===== src/rtl/async_sram_ctrl.sv =====
// Controller for a single-port asynchronous SRAM behind a valid/ready request/response interface.
// Every SRAM-side output is a flop, so the strobes are glitch-free and no input reaches a pad combinationally.
`timescale 1ns/1ps

// state      | meaning
// IDLE       | ready for a request, strobes low, pad driver off
// RD_SETUP   | address settles, pad driver off before oe rises
// RD_ACCESS  | cs/oe high, down-counter runs to the data sample point
// RD_RESP    | read data held on rsp_rdata_o until accepted
// WR_SETUP   | address and data settle with the pad driver on
// WR_PULSE   | cs/we high, down-counter sets the pulse width
// WR_HOLD    | strobes low, address/data/driver held one more cycle
module async_sram_ctrl #(
    parameter int ADDR_WIDTH         = 8,
    parameter int DATA_WIDTH         = 8,
    parameter int READ_WAIT_CYCLES   = 2,
    parameter int WRITE_PULSE_CYCLES = 1
) (
    input  logic                  clk_i,
    input  logic                  rst_ni,
    input  logic                  req_valid_i,
    output logic                  req_ready_o,
    input  logic                  req_we_i,
    input  logic [ADDR_WIDTH-1:0] req_addr_i,
    input  logic [DATA_WIDTH-1:0] req_wdata_i,
    output logic                  rsp_valid_o,
    input  logic                  rsp_ready_i,
    output logic [DATA_WIDTH-1:0] rsp_rdata_o,
    output logic                  sram_cs_o,
    output logic                  sram_we_o,
    output logic                  sram_oe_o,
    output logic [ADDR_WIDTH-1:0] sram_addr_o,
    output logic [DATA_WIDTH-1:0] sram_data_o,
    output logic                  sram_data_oe_o,
    input  logic [DATA_WIDTH-1:0] sram_data_i
);

    localparam int MAX_WAIT = (READ_WAIT_CYCLES > WRITE_PULSE_CYCLES) ?
                              READ_WAIT_CYCLES : WRITE_PULSE_CYCLES;
    localparam int CNT_W = $clog2(MAX_WAIT + 1);
    localparam logic [CNT_W-1:0] RD_LOAD = CNT_W'(READ_WAIT_CYCLES - 1);
    localparam logic [CNT_W-1:0] WR_LOAD = CNT_W'(WRITE_PULSE_CYCLES - 1);

    typedef enum logic [2:0] {
        IDLE,
        RD_SETUP,
        RD_ACCESS,
        RD_RESP,
        WR_SETUP,
        WR_PULSE,
        WR_HOLD
    } state_t;

    state_t                  state_q, state_d;
    logic [CNT_W-1:0]        cnt_q, cnt_d;
    logic                    cs_d, we_d, oe_d, data_oe_d, rsp_valid_d;
    logic [ADDR_WIDTH-1:0]   addr_d;
    logic [DATA_WIDTH-1:0]   wdata_d, rdata_d;

    assign req_ready_o = (state_q == IDLE);

    // Strobe values are computed for the next state and registered together with it.
    always_comb begin
        state_d     = state_q;
        cnt_d       = cnt_q;
        cs_d        = 1'b0;
        we_d        = 1'b0;
        oe_d        = 1'b0;
        data_oe_d   = sram_data_oe_o;
        rsp_valid_d = rsp_valid_o;
        addr_d      = sram_addr_o;
        wdata_d     = sram_data_o;
        rdata_d     = rsp_rdata_o;
        case (state_q)
            IDLE: begin
                data_oe_d = 1'b0;
                if (req_valid_i) begin
                    addr_d = req_addr_i;
                    if (req_we_i) begin
                        wdata_d   = req_wdata_i;
                        data_oe_d = 1'b1;
                        state_d   = WR_SETUP;
                    end else begin
                        state_d = RD_SETUP;
                    end
                end
            end
            RD_SETUP: begin
                cs_d    = 1'b1;
                oe_d    = 1'b1;
                cnt_d   = RD_LOAD;
                state_d = RD_ACCESS;
            end
            RD_ACCESS: begin
                if (cnt_q == '0) begin
                    rdata_d     = sram_data_i;
                    rsp_valid_d = 1'b1;
                    state_d     = RD_RESP;
                end else begin
                    cs_d  = 1'b1;
                    oe_d  = 1'b1;
                    cnt_d = cnt_q - CNT_W'(1);
                end
            end
            RD_RESP: begin
                if (rsp_ready_i) begin
                    rsp_valid_d = 1'b0;
                    state_d     = IDLE;
                end
            end
            WR_SETUP: begin
                cs_d    = 1'b1;
                we_d    = 1'b1;
                cnt_d   = WR_LOAD;
                state_d = WR_PULSE;
            end
            WR_PULSE: begin
                if (cnt_q == '0) begin
                    state_d = WR_HOLD;
                end else begin
                    cs_d  = 1'b1;
                    we_d  = 1'b1;
                    cnt_d = cnt_q - CNT_W'(1);
                end
            end
            WR_HOLD: begin
                data_oe_d = 1'b0;
                state_d   = IDLE;
            end
            default: begin
                data_oe_d   = 1'b0;
                rsp_valid_d = 1'b0;
                state_d     = IDLE;
            end
        endcase
    end

    always_ff @(posedge clk_i or negedge rst_ni) begin
        if (!rst_ni) begin
            state_q        <= IDLE;
            cnt_q          <= '0;
            sram_cs_o      <= 1'b0;
            sram_we_o      <= 1'b0;
            sram_oe_o      <= 1'b0;
            sram_data_oe_o <= 1'b0;
            sram_addr_o    <= '0;
            sram_data_o    <= '0;
            rsp_valid_o    <= 1'b0;
            rsp_rdata_o    <= '0;
        end else begin
            state_q        <= state_d;
            cnt_q          <= cnt_d;
            sram_cs_o      <= cs_d;
            sram_we_o      <= we_d;
            sram_oe_o      <= oe_d;
            sram_data_oe_o <= data_oe_d;
            sram_addr_o    <= addr_d;
            sram_data_o    <= wdata_d;
            rsp_valid_o    <= rsp_valid_d;
            rsp_rdata_o    <= rdata_d;
        end
    end

endmodule


===== config.mk =====
export PLATFORM = sky130hd
export DESIGN_NAME = async_sram_ctrl
export DESIGN_NICKNAME = d
export VERILOG_FILES = /design/src/rtl/async_sram_ctrl.sv
export SDC_FILE = /design/constraint.sdc
export NUM_CORES = 1
export LEC_CHECK = 0
export CORE_ASPECT_RATIO = 1.25
export CORE_UTILIZATION = 49
export CTS_BUF_LIST = sky130_fd_sc_hd__clkbuf_4
export CTS_CLUSTER_SIZE = 10
export DETAILED_ROUTE_END_ITERATION = 10
export PLACE_DENSITY_LB_ADDON = 0.15
export SYNTH_ARGS = -nofsm -noshare
export SYNTH_HDL_FRONTEND = slang
export SYNTH_SLANG_ARGS = --single-unit

===== constraint.sdc =====
create_clock -name clk_i -period 2.4 [get_ports clk_i]
set_clock_uncertainty 0.2 [all_clocks]
set_input_delay 0.48 -clock clk_i [delete_from_list [all_inputs] [get_ports clk_i]]
set_output_delay 0.48 -clock clk_i [all_outputs]
set_load 0.01 [all_outputs]

==> out/results.ini <==
[run_status]
status = finished clean

[final_layout]
antenna_cells = 0
drive_above_1_share = 0.175
syn_to_final_growth_pct = 43.6
post-route-cell-area_um2 = 2270
mostFrequentLayoutCells = clkdlybuf4s50_1, dfrtp_1, mux2_4
fillerInstances = 209
fin_nets = 218
final_common_cell = clkdlybuf4s50_1

[sta]
hold_violations = 0
finalSetupViolCount = 0
fin_crit_ns = 2.27
setup_tns_ns = 0
finalCritPeriodShare = 0.945
whs_ns = 0.295
tightest_slew_ns = 0.418
rsz0062_at_grt = false
slew_violations = 0
max_freq_ghz = 0.441
finalWorstSetupSlack_ns = 0.133
relSlewSlack = 0.721

[yosys]
synth-edff-count = 0
ys.flop_type = dfrtp_1
synth_nets = 155
yosysWarnings = 0
synth.avg_cell_area_um2 = 12.6
ys_seq_area_frac = 0.538
synth_top_family_by_area = multiplexers
ys_types = 30
asyncSetResetFlopFracSynth = 1.00
synthXorXnorAreaFrac = 0
synth_area_um2 = 1580
synth_fa_ha_area_frac = 0.00792
netlist_instances = 125
synthMuxAreaShare = 0.222
synth-simple-area-share = 0.0918
synth_compound_area_frac = 0.0831
synth_seq_cells = 34

[worst_setup_path]
cp_slowest_stage_delay_ns = 0.59
r2r_cells = 5
cp_slowest_cell = clkdlybuf4s50_1
startpoint_type = flop
rr_endpoint = rsp_rdata_o[0]
end_kind = primary output
cp.arrival_ns = 1.59
required_ns = 1.72
rrSetupSlack_ns = 0.63
r2r_start = state_q[0]
critPathMaxFanout = 3
crit_chain = nor3_2 -> clkdlybuf4s50_1
critPathKind = flop to primary output

[clock_network]
postCtsHoldBufs = 0
clkTransAtPathRegs_ns = 0.10
cts-htree-levels = 2
cts_tree = built
cts-resized-gates = 0
cts_root_buf = clkbuf_4
clkLatencyLatePin_ns = 0.33
postCtsSetupBuffers = 0
cts_sinks = 34
clock_path_buffers = 2
cts_buffers = 5

[routing]
drc = 0
drt_iter0_drc = 20
postRouteAntennaNets = 0
dr.pass1.iters = 4
via_per_inst = 5.25
vias = 1182
wl_per_cell_um = 14.6
wirelength_um = 3280

[power_and_ir_drop]
p_leak_nw = 1.00
power.total_mw = 2.97
ir_drop_uv = 998
power_density_nw_per_um2 = 1310

[die]
io_pins = 59
die_h_um = 65.5
core_area_um2 = 3000
start_util = 0.527
die_x_um = 52.8
rows = 22
fp.dieArea_um2 = 3460

[job]
cap_violations = 0

[placed_design]
routabilityCongestion = 0.739
hpwl_um = 2360
io_buffers = 58
place_area_um2 = 2190
pre_cts_slack_ns = 0.316

[grt]
grt_max_degree = 35
overflow = 0
grt_pass1_vias = 1166
antenna_found_initial = 0
grt_first_pass_wirelength_um = 5480
track_usage = 0.224

[worst_hold_path]
hp-start = sram_addr_o[1]
whs_path_depth = 1
min_to = sram_addr_o[1]
worst_hold_path_type = flop to flop

==> Yosys cell counts (3+ instances only) <==
cell type / n / area share
dfrtp_1: 34 / 0.54
mux2_4: 16 / 0.15
mux2_1: 8 / 0.057
nand2_1: 7 / 0.017
o21ai_0: 7 / 0.022
nor2_1: 6 / 0.014
a21oi_1: 5 / 0.016
inv_1: 5 / 0.012
buf_6: 4 / 0.029
and3_1: 3 / 0.012
buf_2: 3 / 0.0095
==> kinds of logic after synthesis <==
logic type,Yosys count
buffers and inverters,14
adders and majority gates,1
DFF,34
and+or+nand+nor,28
AOI/OAI and AO/OA,22
muxes,26
==> critical path, delay by kind of cell, from the launching register on <==
kind,cells,cell delay (ns)
flops,1,0.41
simple gates,1,0.26
buf+inv,1,0.59
==> sequential cells by signal (all words and copies together) (netlist names) <==
name and cells:
rsp_valid_o 1, sram_data_o 8, rsp_rdata_o 8, sram_cs_o 1, sram_oe_o 1, state_q 3
cnt_q 2, sram_we_o 1, sram_addr_o 8, sram_data_oe_o 1
==> worst max path at each step <==
stage                 from        endpoint  slack [ns]  cells after the start
3_3_place_gp   req_valid_i  sram_addr_o[1]        0.38                      3
3_5_place_dp   req_valid_i  sram_addr_o[3]        0.32                      3
2_1_floorplan   state_q[2]  sram_data_o[0]        0.74                      5
5_1_grt         state_q[1]     req_ready_o        0.05                      2
6_report        state_q[1]     req_ready_o        0.13                      2
4_1_cts         state_q[1]     req_ready_o        0.12                      2
==> power breakdown <==
part	switching, mW	internal, mW	total (mW)
Clock	0.188	0.244	0.431
Sequential	0.151	0.852	1.00
Combinational	0.622	0.915	1.54
==> layer usage <==
layer	up-vias	GRT usage	wire length, um
met1	565	0.268	1270
met3	9	0.0625	229
met2	47	0.364	1710
met4	0	0.105	65
met5	-	0	0
li1	561	-	-
==> layout make-up <==
cell class	count	area, um^2	area share
clock buffer	7	52.6	0.0232
clock inverter	1	30.0	0.0132
multi-input combinational	77	639	0.282
timing repair buffer	65	633	0.279
inverter	5	18.8	0.00827
tap	36	45.0	0.0198
sequential	34	851	0.375
==> stage by stage <==
stage          instances  utilization
2_1_floorplan        125            -
3_3_place_gp         217        0.729
3_5_place_dp         217        0.729
4_1_cts              225        0.756
5_1_grt              225        0.756
6_report             225        0.756
Note: power is estimated with default switching activity, not from simulation.
